===== config.mk =====
export PLATFORM = sky130hd
export DESIGN_NAME = m_wb_sram8_bridge
export DESIGN_NICKNAME = d
export VERILOG_FILES = /design/src/rtl/m_wb_sram8_bridge.sv
export SDC_FILE = /design/constraint.sdc
export NUM_CORES = 1
export LEC_CHECK = 0
export ABC_AREA = 1
export CAP_MARGIN = 20
export CORE_MARGIN = 4
export CORE_UTILIZATION = 30
export DETAILED_ROUTE_END_ITERATION = 6
export GPL_ROUTABILITY_DRIVEN = 0
export SLEW_MARGIN = 10
export SYNTH_ARGS = -nofsm -noshare
export SYNTH_HDL_FRONTEND = slang
export SYNTH_SLANG_ARGS = --single-unit

===== constraint.sdc =====
create_clock -name CLK_I -period 3.2 [get_ports CLK_I]
set_input_delay 0.64 -clock CLK_I [delete_from_list [all_inputs] [get_ports CLK_I]]
set_output_delay 0.64 -clock CLK_I [all_outputs]
set_load 0.01 [all_outputs]

===== src/rtl/m_wb_sram8_bridge.sv =====
// m_wb_sram8_bridge: Wishbone classic slave that serves core cycles from an 8-bit asynchronous SRAM,
// one external byte access per lane, with ACK and read data returned once all lanes are done.
module m_wb_sram8_bridge #(
    parameter int ADRW       = 17,
    parameter int IWIDTH     = 32,
    parameter int WAITSTATES = 1
) (
    input  logic              CLK_I,
    input  logic              RST_I,
    input  logic              CYC_I,
    input  logic              STB_I,
    input  logic              WE_I,
    input  logic [31:0]       ADR_I,
    input  logic [31:0]       DAT_I,
    input  logic [3:0]        SEL_I,
    output logic              ACK_O,
    output logic [IWIDTH-1:0] DAT_O,
    output logic [ADRW-1:0]   sram_a,
    output logic [7:0]        sram_dq_o,
    input  logic [7:0]        sram_dq_i,
    output logic              sram_dq_oe,
    output logic              sram_ce_n,
    output logic              sram_oe_n,
    output logic              sram_we_n
);
    typedef enum logic [1:0] {IDLE, SETUP, STROBE, ACK} state_t;
    state_t          state_q;
    logic            we_q, abort_q;
    logic [ADRW-1:0] adr_q;
    logic [31:0]     dat_q, rd_q;
    logic [3:0]      rem_q;
    logic [1:0]      lane_q;
    logic [2:0]      cnt_q;
    logic            req, idle, src_we, src_narrow, last_strobe, stop;
    logic [ADRW-1:0] src_adr, nxt_a;
    logic [31:0]     src_dat;
    logic [3:0]      src_mask;
    logic [1:0]      nxt_lane;
    logic [7:0]      nxt_byte;
    logic            unused_adr;

    assign req         = CYC_I && STB_I;
    assign idle        = state_q == IDLE;
    assign last_strobe = cnt_q == 3'(WAITSTATES);
    assign stop        = abort_q || !req;
    assign unused_adr  = ^ADR_I[31:ADRW];
    assign DAT_O       = rd_q[IWIDTH-1:0];

    // Next lane comes from the live request when idle, else from the remaining-lane mask
    always_comb begin
        src_we     = idle ? WE_I : we_q;
        src_adr    = idle ? ADR_I[ADRW-1:0] : adr_q;
        src_dat    = idle ? DAT_I : dat_q;
        src_mask   = idle ? (WE_I ? SEL_I : (IWIDTH == 32 ? 4'hF : 4'h1)) : rem_q;
        src_narrow = !src_we && IWIDTH == 8;
        nxt_lane   = src_mask[0] ? 2'd0 : src_mask[1] ? 2'd1 : src_mask[2] ? 2'd2 : 2'd3;
        nxt_a      = src_narrow ? src_adr : {src_adr[ADRW-1:2], nxt_lane};
        nxt_byte   = src_dat[{nxt_lane, 3'b000} +: 8];
    end

    always_ff @(posedge CLK_I) begin
        if (RST_I) begin
            state_q    <= IDLE;
            ACK_O      <= 1'b0;
            rd_q       <= '0;
            sram_a     <= '0;
            sram_dq_o  <= '0;
            sram_dq_oe <= 1'b0;
            sram_ce_n  <= 1'b1;
            sram_oe_n  <= 1'b1;
            sram_we_n  <= 1'b1;
            we_q       <= 1'b0;
            abort_q    <= 1'b0;
            adr_q      <= '0;
            dat_q      <= '0;
            rem_q      <= '0;
            lane_q     <= '0;
            cnt_q      <= '0;
        end else begin
            ACK_O <= 1'b0;
            case (state_q)
                IDLE: if (req && !ACK_O) begin
                    we_q    <= WE_I;
                    adr_q   <= ADR_I[ADRW-1:0];
                    dat_q   <= DAT_I;
                    abort_q <= 1'b0;
                    if (src_mask == '0) begin
                        state_q <= ACK;
                    end else begin
                        state_q    <= SETUP;
                        lane_q     <= nxt_lane;
                        rem_q      <= src_mask & (src_mask - 4'd1);
                        sram_a     <= nxt_a;
                        sram_dq_o  <= nxt_byte;
                        sram_dq_oe <= WE_I;
                        sram_ce_n  <= 1'b0;
                    end
                end
                SETUP: begin
                    state_q   <= STROBE;
                    cnt_q     <= '0;
                    sram_we_n <= !we_q;
                    sram_oe_n <= we_q;
                    abort_q   <= stop;
                end
                STROBE: begin
                    abort_q <= stop;
                    if (!last_strobe) begin
                        cnt_q <= cnt_q + 3'd1;
                    end else begin
                        sram_we_n <= 1'b1;
                        sram_oe_n <= 1'b1;
                        if (!we_q) rd_q[{lane_q, 3'b000} +: 8] <= sram_dq_i;
                        if (stop || rem_q == '0) begin
                            state_q    <= stop ? IDLE : ACK;
                            sram_ce_n  <= 1'b1;
                            sram_dq_oe <= 1'b0;
                        end else begin
                            state_q   <= SETUP;
                            lane_q    <= nxt_lane;
                            rem_q     <= src_mask & (src_mask - 4'd1);
                            sram_a    <= nxt_a;
                            sram_dq_o <= nxt_byte;
                        end
                    end
                end
                ACK: begin
                    ACK_O   <= 1'b1;
                    state_q <= IDLE;
                end
                default: state_q <= IDLE;
            endcase
        end
    end
endmodule


# ---- After elaboration in Yosys (flattened, before gate mapping)
# Index checks and enable logic that the tools add are counted.
dict set report word_totals {
  register_bits 124
  output_inout_bits 62
  word_cells 108
}
dict set report op_classes {
  mux 52
  n_shift 3
  bitwise 2
  reduce_logical 22
  add_sub_neg 3
  eq_ne 10
}
# cell n
set ops {}
lappend ops {{two-way mux 17 bit} 5}
lappend ops {{one-hot mux 17 bit (2 select lines)} 1}
lappend ops {{bitwise mux 32 bit} 1}
lappend ops {{two-way mux 32 bit} 1}
lappend ops {{two-way mux 8 bit} 4}
lappend ops {{variable shift 8 x 7 -> 32 bit, first input constant} 1}
lappend ops {{indexed part select 32 x 6 -> 8 bit} 1}
lappend ops {{indexed part select 8 x 7 -> 32 bit} 1}
lappend ops {{two-way mux 4 bit} 6}
lappend ops {{two-way mux 2 bit} 11}
lappend ops {{one-hot mux 8 bit (2 select lines)} 1}
lappend ops {{two-way mux 1 bit} 12}
lappend ops {{inequality test 2 bit, second input constant} 5}
lappend ops {{one-hot mux 1 bit (2 select lines)} 5}
lappend ops {{AND reduction 2 bit} 5}
lappend ops {{AND reduction 5 bit} 2}
lappend ops {{zero test 4 bit} 2}
lappend ops {{one-hot mux 2 bit (4 select lines)} 1}
lappend ops {{one-hot mux 4 bit (2 select lines)} 1}
lappend ops {{negator 5 -> 7 bit} 1}
lappend ops {{one-hot mux 3 bit (2 select lines)} 1}
lappend ops {{nonzero test 2 bit} 3}
lappend ops {{bitwise AND 4 bit} 1}
lappend ops {{equality test 2 bit, second input constant} 2}
lappend ops {{other kinds (14)} 18}

# ---- Logic depth before layout (Yosys ltp)
# Gate-level depths: netlist of run 1.
dict set report logic_depth {
  depth_word 9
  ltp_mapped 13
  depth_no_buf 12
}

# ---- Worst setup path before layout of run 1
# No wires, ideal clock.
dict set report synth_path {
  path_kind {register -> register}
  start {register sram_a[0] (netlist name)}
  end {register rd_q[16], in the netlist DAT_O[16]}
  stages_incl_launch_ff 10
  slack_ns 1.169
  synth_period_minus_slack_ns 2.031
  setup_time_ns 0.071
  t_required_ns 3.129
  t_arrival_ns 1.960
  path_buffers 1
  cell_sequence {dfxtp_1 -> clkbuf_1 -> inv_1 -> ha_1 -> inv_1 -> nor2_1 -> nand2_1 -> nor2_1 -> nand3_1 -> a21oi_1}
}
# element line
set synth_rtl {}
lappend synth_rtl {{end signal: indexed assignment} 113} ;# if (!we_q) rd_q[{lane_q, 3'b000} +: 8] <= sram_dq_i;
lappend synth_rtl {{end: declaration} 30} ;# logic [31:0] dat_q, rd_q;

# ---- Worst setup path in the final report of run 1
dict set report layout_path {
  start {input port WE_I}
  end {register sram_a[6]}
}
dict set report layout_via {
  elab_chain_cells 5
}
# element line
set layout_lines {}
lappend layout_lines {{start: declaration} 12} ;# input logic WE_I,
lappend layout_lines {{two-way mux 4 bit (2 in a row)} 54} ;# src_mask = idle ? (WE_I ? SEL_I : (IWIDTH == 32 ? 4'hF : 4'h1)) : rem_q;
lappend layout_lines {{zero test 4 bit} 87} ;# if (src_mask == '0) begin
lappend layout_lines {{inequality test 2 bit (no source line)} n/a}
lappend layout_lines {{AND reduction 5 bit (no source line)} n/a}
lappend layout_lines {{end signal: assignment} 93} ;# sram_a <= nxt_a;
lappend layout_lines {{end signal: assignment} 122} ;# sram_a <= nxt_a;
lappend layout_lines {{end: declaration} 18} ;# output logic [ADRW-1:0] sram_a,
# Every way passes these cells.
# A chain may end at the register's enable or synchronous reset.

==> results of run 1 <==
==> metrics by stage <==
step / cell area, sq um / utilization [%] / worst slack (ns) / power [W] / hold WS, ns
floorplan: 5460 / - / 1.17 / 0.00392 / 0.424
global placement: 6860 / 38.3 / 0.508 / 0.00482 / 0.432
detailed placement: 6860 / 38.3 / 0.481 / 0.00483 / 0.438
CTS: 7460 / 41.7 / 0.913 / 0.00681 / 0.445
global route: 7460 / 41.7 / 0.708 / 0.00727 / 0.464
finish: 7460 / 41.7 / 0.912 / 0.00672 / 0.445
==> worst max-delay path: cells and delay by family <==
kind / cells / cell delay, ns
compound gates: 1 / 0.20
buf+inv: 2 / 0.72
simple gates: 6 / 0.99
==> Yosys cell counts, drive strengths merged <==
library cell	count	area, sq um
a31oi	5	31.3
a21oi	77	397
nand3	48	245
nand2	158	603
or2	1	6.26
ha	12	150
o21ai	92	460
nand4	1	6.26
buf	16	108
nor2	125	489
nor3b	4	30.0
inv	101	384
o21a	1	7.51
a211oi	11	82.6
dfxtp	113	2260
o211ai	1	7.51
o2111ai	2	17.5
clkbuf	32	130
o22ai	2	12.5
nor3	5	25.0
==> cell families (layout without fill, tap and decap cells) <==
| group | Yosys count | count (layout) |
|---|---|---|
| and+or+nand+nor | 342 | 342 |
| AOI/OAI and AO/OA | 191 | 191 |
| buffers and inverters | 149 | 268 |
| DFF | 113 | 113 |
| adders and majority gates | 12 | 12 |
==> per-layer routing <==
metal | vias to the layer above | global-route usage (%) | share of wire [%]
li1 | 2796 | - | -
met1 | 2337 | 19.8 | 48
met2 | 147 | 23.6 | 44
met3 | 26 | 3.85 | 5.8
met4 | 0 | 6.30 | 2.3
met5 | - | 0 | 0
==> flip-flops by register name (all words and copies together) (netlist names), 2 cells and up <==
register	cells
dat_q	26
adr_q	15
cnt_q	3
sram_a	17
DAT_O	32
rem_q	3
state_q	2
sram_dq_o	8
==> where the power goes <==
| group | total, W | leakage [nW] | internal (W) | switching, W |
|---|---|---|---|---|
| Sequential | 0.00190 | 0.924 | 0.00173 | 0.000168 |
| Combinational | 0.00289 | 1.82 | 0.00109 | 0.00181 |
| Clock | 0.00193 | 0.294 | 0.00130 | 0.000632 |
==> cells in the final DEF, fill, tap and decap left out, types with 3 or more instances in the layout <==
| master | n |
|---|---|
| clkdlybuf4s50_1 | 124 |
| nand3_1 | 47 |
| buf_4 | 9 |
| nor2_2 | 3 |
| o21ai_0 | 92 |
| ha_1 | 11 |
| nor3_1 | 5 |
| nand2_1 | 156 |
| bufinv_16 | 3 |
| clkbuf_16 | 17 |
| clkbuf_8 | 4 |
| dfxtp_1 | 113 |
| a21oi_1 | 76 |
| a211oi_1 | 11 |
| a31oi_1 | 5 |
| nor3b_1 | 4 |
| nor2_1 | 120 |
| inv_1 | 98 |
| clkbuf_1 | 5 |
==> path summary, 6_finish.rpt <==
check	start	endpoint	slack, ns	cells after the start
setup / recovery	WE_I	sram_a[6]	0.91	9
hold / removal	adr_q[8]	adr_q[8]	0.44	2
setup reg to reg	state_q[0]	sram_a[6]	0.97	12
hold reg to reg	adr_q[8]	adr_q[8]	0.44	2
==> final cells by class <==
| class | count | area (sq um) | share of cell area (%) |
|---|---|---|---|
| Multi-Input combinational cell | 545 | 2580 | 34.5 |
| Sequential cell | 113 | 2260 | 30.3 |
| Timing Repair Buffer | 136 | 1350 | 18.1 |
| Clock buffer | 26 | 499 | 6.69 |
| Inverter | 101 | 384 | 5.15 |
| Tap cell | 229 | 287 | 3.84 |
| Clock inverter | 5 | 100 | 1.34 |
==> summary.txt, run 1 <==
Cells after Synth -> 807
Seq cells post-synth -> 113
Max IR drop VDD -> 0.000399 V
Number of port buffers -> 125
Register area share after synthesis -> 41.5%
Initial Utilization -> 30.5%
Crit path launch type -> input port
Routed Antenna Nets -> 0
Max Clock Skew -> 0.00868 ns
Worst Hold Class -> reg2reg
Slowest-stage cell, CP -> clkdlybuf4s50_1
Post-synthesis compound-gate area fraction -> 18.6%
Largest net degree at the start of global routing -> 83
GRT overflow -> 0
Multiplexer share of the synthesized area -> 0%
Sink Count -> 113
Nets -> 1007
TNS Setup -> 0 ns
CTS Buf Count -> 17
Fillers -> 1874
Fraction of layout cells with a size suffix above 1 -> 5.62%
DR vias -> 5306
Clock-pin slew on the worst setup and hold paths -> 0.05 ns
Cell Area, Synth -> 5460 sq um
Synth Area in Simple Gates -> 25.8%
Worst relative slew slack -> 48.2%
Fin. max-slew vios -> 0
CTS tree -> yes
Synth Area in Adders -> 2.75%
Final setup viols -> 0
Crit end category -> flip-flop
Ant diodes -> 0
Highest cell delay on the worst timing path -> 0.58 ns
Max Clk Rate -> 437 MHz
Post-CTS Setup Inserts -> 0
Post-synthesis xor/xnor area fraction -> 0%
H-tree depth -> 4
P_leak -> 3.04 nW
Layout area overhead -> 36.8%
DRT iter0 DRCs -> 255
Die height -> 143 um
Largest family of logic cells by synthesized area -> simple AND/OR/NAND/NOR gates
Avg Cell Area, Syn -> 6.76 sq um
Power density cells -> 901 nW/um^2
Wire per inst -> 13.2 um
Hold Vio Cnt, Final -> 0
Die area -> 20400 sq um
Drc violations -> 0
Yosys warning count -> 0
First-pass GRT wire length -> 24500 um
RSZ-0062 raised after global routing -> no
Initial antenna violation count -> 0
Detailed placement HPWL -> 10700 um
# rows -> 49
Crit Path Class -> in2reg
Clock Path Buffers -> 2
Crit-path cells -> clkdlybuf4s50_1, nand2_1, o21a_1, nor2_1, nand2_2, nand2_4, inv_6, nor2_1, nor2_1
Gr usage total -> 15.1%
Placed instance count -> 1124
Period utilisation layout -> 71.5%
Core area -> 17900 sq um
Vias in the first global route -> 4887
Crit path max fanout -> 33
Post_cts resized -> 0
Crit path DAT -> 2.59 ns
Die X -> 143 um
DR pass1 iterations -> 5
Root buf cell -> clkbuf_16
Synthesized Nets -> 900
# hold bufs at CTS -> 0
Status -> finished, final reports clean
Unique masters post-synth -> 32
Vias per cell -> 4.59
IO Pins -> 143
Worst-skew pair later-pin latency -> 0.42 ns
Critical path's most frequent cell -> nor2_1
Routed wire length -> 15300 um
Tmin final -> 2.29 ns
Measured slew at the worst slew-check pin -> 0.776 ns
Max Cap Violations -> 0
Worst path required time -> 3.50 ns
Fin cells -> 1155
Power figures use the tool's default switching activity.
==> inputs of run 2 (changes only) <==
- clock period: 3.2 -> 2.1 ns (I/O delays scaled with it)
==> summary.txt, run 2 (synthesis gave the netlist of run 1 again) <==
Power density cells -> 1430 nW/um^2
Most frequent cells in the layout -> nand2_1 (155), clkdlybuf4s50_1 (124), nor2_1 (120), dfxtp_1 (113), inv_1 (98)
Layout area overhead -> 42.1%
Core area -> 17900 sq um
Worst Hold Class -> reg2reg
Vias per cell -> 4.57
Final setup viols -> 0
Ant diodes -> 0
DR pass1 iterations -> 5
Crit Path Class -> reg2out
Detailed placement HPWL -> 11200 um
CP top delay family -> buffers and inverters
Pre-CTS WS -> -0.0291 ns
Initial Utilization -> 30.5%
Status -> finished, final reports clean
WP buf/inv -> 1
Largest net degree at the start of global routing -> 50
Worst Slack Setup Final -> 0.199 ns
Crit path launch type -> flip-flop
P_leak -> 3.19 nW
DR vias -> 5371
Tmin final -> 1.90 ns
Slowest-stage cell, CP -> clkdlybuf4s50_1
R2r setup slk -> 0.23 ns
Die X -> 143 um
Max Cap Violations -> 0
Clock Path Buffers -> 2
Clock-pin slew on the worst setup and hold paths -> 0.05 ns
Worst path required time -> 1.68 ns
Routed wire length -> 15800 um
# rows -> 49
Root buf cell -> clkbuf_16
Largest register FFs -> 32
Crit-path cells -> clkdlybuf4s50_1
Fraction of layout cells with a size suffix above 1 -> 7.93%
Reg2reg end -> DAT_O[14]
Highest cell delay on the worst timing path -> 0.61 ns
First-pass GRT wire length -> 25300 um
H-tree depth -> 4
Worst setup path start -> sram_a[1]
Initial antenna violation count -> 0
Commonest non-fill, non-tap cell in the layout -> nand2_1
Wire per inst -> 13.4 um
Number of stages on the worst setup path -> 1
Max Clock Skew -> 0.00894 ns
GRT overflow -> 0
RR Startpoint -> state_q[0]
Crit path capture -> sram_a[1]
Vias in the first global route -> 4950
Worst relative slew slack -> 61.6%
Gr usage total -> 15.7%
Measured slew at the worst slew-check pin -> 0.576 ns
Number of port buffers -> 125
Crit end category -> primary output
Worst reg2reg path depth -> 7
Routed Antenna Nets -> 0
DRT iter0 DRCs -> 336
Sink Count -> 113
Worst-skew pair later-pin latency -> 0.41 ns
Hold_sp -> dat_q[26]
IO Pins -> 143
Max Clk Rate -> 526 MHz
CTS Buf Count -> 17
Period utilisation layout -> 90.5%
CTS tree -> yes
Nets -> 1026
Fin. max-slew vios -> 0
Hold Vio Cnt, Final -> 0
Die height -> 143 um
Die area -> 20400 sq um
Crit path max fanout -> 5
Core Util, Final -> 43.3%
Crit path DAT -> 1.48 ns
Drc violations -> 0
Max IR drop VDD -> 0.000609 V
RSZ-0062 raised after global routing -> no
## run 2: changes by cell type in the layout (fill, tap and decap cells not counted), sizes merged
| cell | delta |
|---|---|
| clkinv | +1 |
| buf | +19 |
| bufinv | +4 |
| clkbuf | -5 |
| clkinvlp | +1 |
## run 2: how the worst min path moves through the flow
stage,endpoint,slack [ns],cells after the start
6_report,dat_q[26],0.44,2
5_1_grt,adr_q[4],0.46,2
4_1_cts,dat_q[26],0.45,2
3_5_place_dp,dat_q[26],0.44,2
3_3_place_gp,adr_q[3],0.43,2
2_1_floorplan,adr_q[14],0.42,2
## run 2: what timing repair did
action | 4_1_cts | 5_1_grt
hold buffers | 0 | 0
hold endpoints to repair | 0 | 0
gates resized for setup | 0 | 1
endpoints found under the setup margin | 0 | 1
buffers inserted | 0 | 0
## run 2: routing by layer
layer	global-route usage, %	vias up	share of wire, %
li1	-	2833	-
met3	4.32	18	6.3
met4	5.70	0	1.3
met1	20.3	2374	47
met5	0	-	0
met2	25.0	146	45
## run 2: area by class of cell
cell class | instances | area, sq um
Clock buffer | 21 | 450
Clock inverter | 11 | 233
Fill cell | 1889 | 10100
Inverter | 101 | 384
Multi-Input combinational cell | 545 | 2580
Sequential cell | 113 | 2260
Tap cell | 229 | 287
Timing Repair Buffer | 155 | 1560
## run 2: metrics by stage
step                      TNS [ns]  cell area [sq um]  hold slack (ns)  cells  power, W
after global placement     -0.0127               7070            0.434   1143   0.00775
after detailed placement   -0.0764               7070            0.439   1143   0.00778
after global routing             0               7750            0.462   1175    0.0120
after CTS                        0               7750            0.447   1175    0.0112
final                            0               7750            0.445   1175    0.0111
after floorplan                  0               5460            0.424    807   0.00597
## run 2: power breakdown
part | total, W | switching (W) | leakage, nW | internal, W
Combinational | 0.00486 | 0.00286 | 1.93 | 0.00200
Sequential | 0.00288 | 0.000247 | 0.924 | 0.00263
Clock | 0.00339 | 0.00102 | 0.331 | 0.00237
==> inputs of run 3 (changes only) <==
- PLACE_DENSITY: unset -> 0.64
==> summary.txt, run 3 (synthesis gave the netlist of run 1 again) <==
Status -> finished, final reports clean
Sink Count -> 113
Core area -> 17900 sq um
Hold_sp -> adr_q[5]
Clock-pin slew on the worst setup and hold paths -> 0.05 ns
Detailed placement HPWL -> 11300 um
Worst-skew pair later-pin latency -> 0.41 ns
Max Clock Skew -> 0.00925 ns
Fraction of layout cells with a size suffix above 1 -> 7.82%
Fin cells -> 1175
Crit path max fanout -> 21
Layout area overhead -> 39.3%
Area of the multi-input gates -> 2580 sq um
CTS tree -> yes
H-tree depth -> 4
Largest register FFs -> 32
Crit path DAT -> 2.20 ns
GRT overflow -> 0
Fin. max-slew vios -> 0
Die area -> 20400 sq um
Power density cells -> 1360 nW/um^2
Worst Hold Path Cells -> 2
Initial Utilization -> 30.5%
RR Startpoint -> state_q[0]
Min Hold Slack -> 0.444 ns
Ant diodes -> 0
Measured slew at the worst slew-check pin -> 0.388 ns
Crit end category -> flip-flop
Final setup viols -> 0
Max IR drop VDD -> 0.000787 V
Worst setup path start -> state_q[0]
R2r setup slk -> 0.18 ns
Tmin final -> 1.92 ns
Hold Vio Cnt, Final -> 0
Worst path required time -> 2.38 ns
DRT iter0 DRCs -> 353
Nets -> 1027
# rows -> 49
# hold bufs at CTS -> 0
Die X -> 143 um
Clock Path Buffers -> 2
RSZ-0062 raised after global routing -> yes
Gr usage total -> 15.2%
First-pass GRT wire length -> 24800 um
P_leak -> 3.11 nW
DR vias -> 5399
Wire per inst -> 13.0 um
Worst Hold Class -> reg2reg
Worst relative slew slack -> 74.1%
Crit path launch type -> flip-flop
Root buf cell -> clkbuf_16
Largest net degree at the start of global routing -> 42
Power Total -> 0.0103 W
Routed Antenna Nets -> 0
TNS Setup -> 0 ns
IO Pins -> 143
Vias per cell -> 4.59
Area taken by flip-flops and latches -> 2260 sq um
Period utilisation layout -> 91.6%
Die height -> 143 um
Reg2reg end -> DAT_O[16]
Crit Path Class -> reg2reg
Initial antenna violation count -> 0
Fillers -> 1868
DR pass1 iterations -> 5
Max Cap Violations -> 0
Pre-CTS WS -> -0.0365 ns
Worst reg2reg path depth -> 8
Number of port buffers -> 125
Vias in the first global route -> 5012
Placed instance count -> 1143
Worst Slack Setup Final -> 0.177 ns
Hold EP -> adr_q[5]
Routed wire length -> 15200 um
Max Clk Rate -> 520 MHz
Drc violations -> 0
Commonest non-fill, non-tap cell in the layout -> nand2_1
Most frequent cells in the layout -> nand2_1 (156), clkdlybuf4s50_1 (124), nor2_1 (120), dfxtp_1 (113), inv_1 (97)
CTS Buf Count -> 17
run 3: cell count changes in the layout (fill, tap and decap cells not counted), sizes merged:
| cell | before | now |
|---|---|---|
| bufinv | 7 | 1 |
| clkbuf | 21 | 26 |
| buf | 31 | 32 |
| clkinvlp | 1 | 2 |
| inv | 101 | 100 |
run 3: metrics by stage:
stage                     util [%]  area (sq um)
after detailed placement      39.3          7030
after global placement        39.3          7030
after global routing          42.5          7600
after CTS                     42.4          7580
final                         42.5          7600
after floorplan                  -          5460
run 3: repair_timing:
action / 4_1_cts / 5_1_grt
buffers inserted: 0 / 1
setup endpoints to repair: 0 / 15
resized for setup: 0 / 3
run 3: worst max-delay path: stages, from the launching register on:
cell and delay, ns:
dfxtp_1 0.34, inv_1 0.14, ha_1 0.29, nand2_1 0.16, nor2_2 0.18, buf_4 0.27
nand2_1 0.23, nand2_1 0.12, a21oi_1 0.06
run 3: worst max path at each step:
stage,cells past startpoint,to
3_3_place_gp,10,sram_dq_o[6]
4_1_cts,11,sram_a[6]
3_5_place_dp,9,sram_a[6]
5_1_grt,8,DAT_O[27]
2_1_floorplan,9,DAT_O[16]
6_report,8,DAT_O[16]
run 3: layout make-up:
cell class | count | share of cell area [%]
Clock buffer | 26 | 6.57
Clock inverter | 5 | 0.691
Inverter | 101 | 5.10
Multi-Input combinational cell | 545 | 33.9
Sequential cell | 113 | 29.8
Tap cell | 229 | 3.77
Timing Repair Buffer | 156 | 20.2
run 3: routing by layer:
metal	vias up	global-route usage, %	routed length [um]
met5	-	0	0
met3	11	3.78	967
li1	2833	-	-
met2	163	24.2	6810
met4	0	4.85	209
met1	2392	20.3	7230
run 3: report_power, final:
group	switching, W	leakage (nW)	total [W]	internal (W)
Clock	0.000938	0.270	0.00268	0.00174
Combinational	0.00284	1.92	0.00479	0.00195
Sequential	0.000247	0.924	0.00288	0.00264
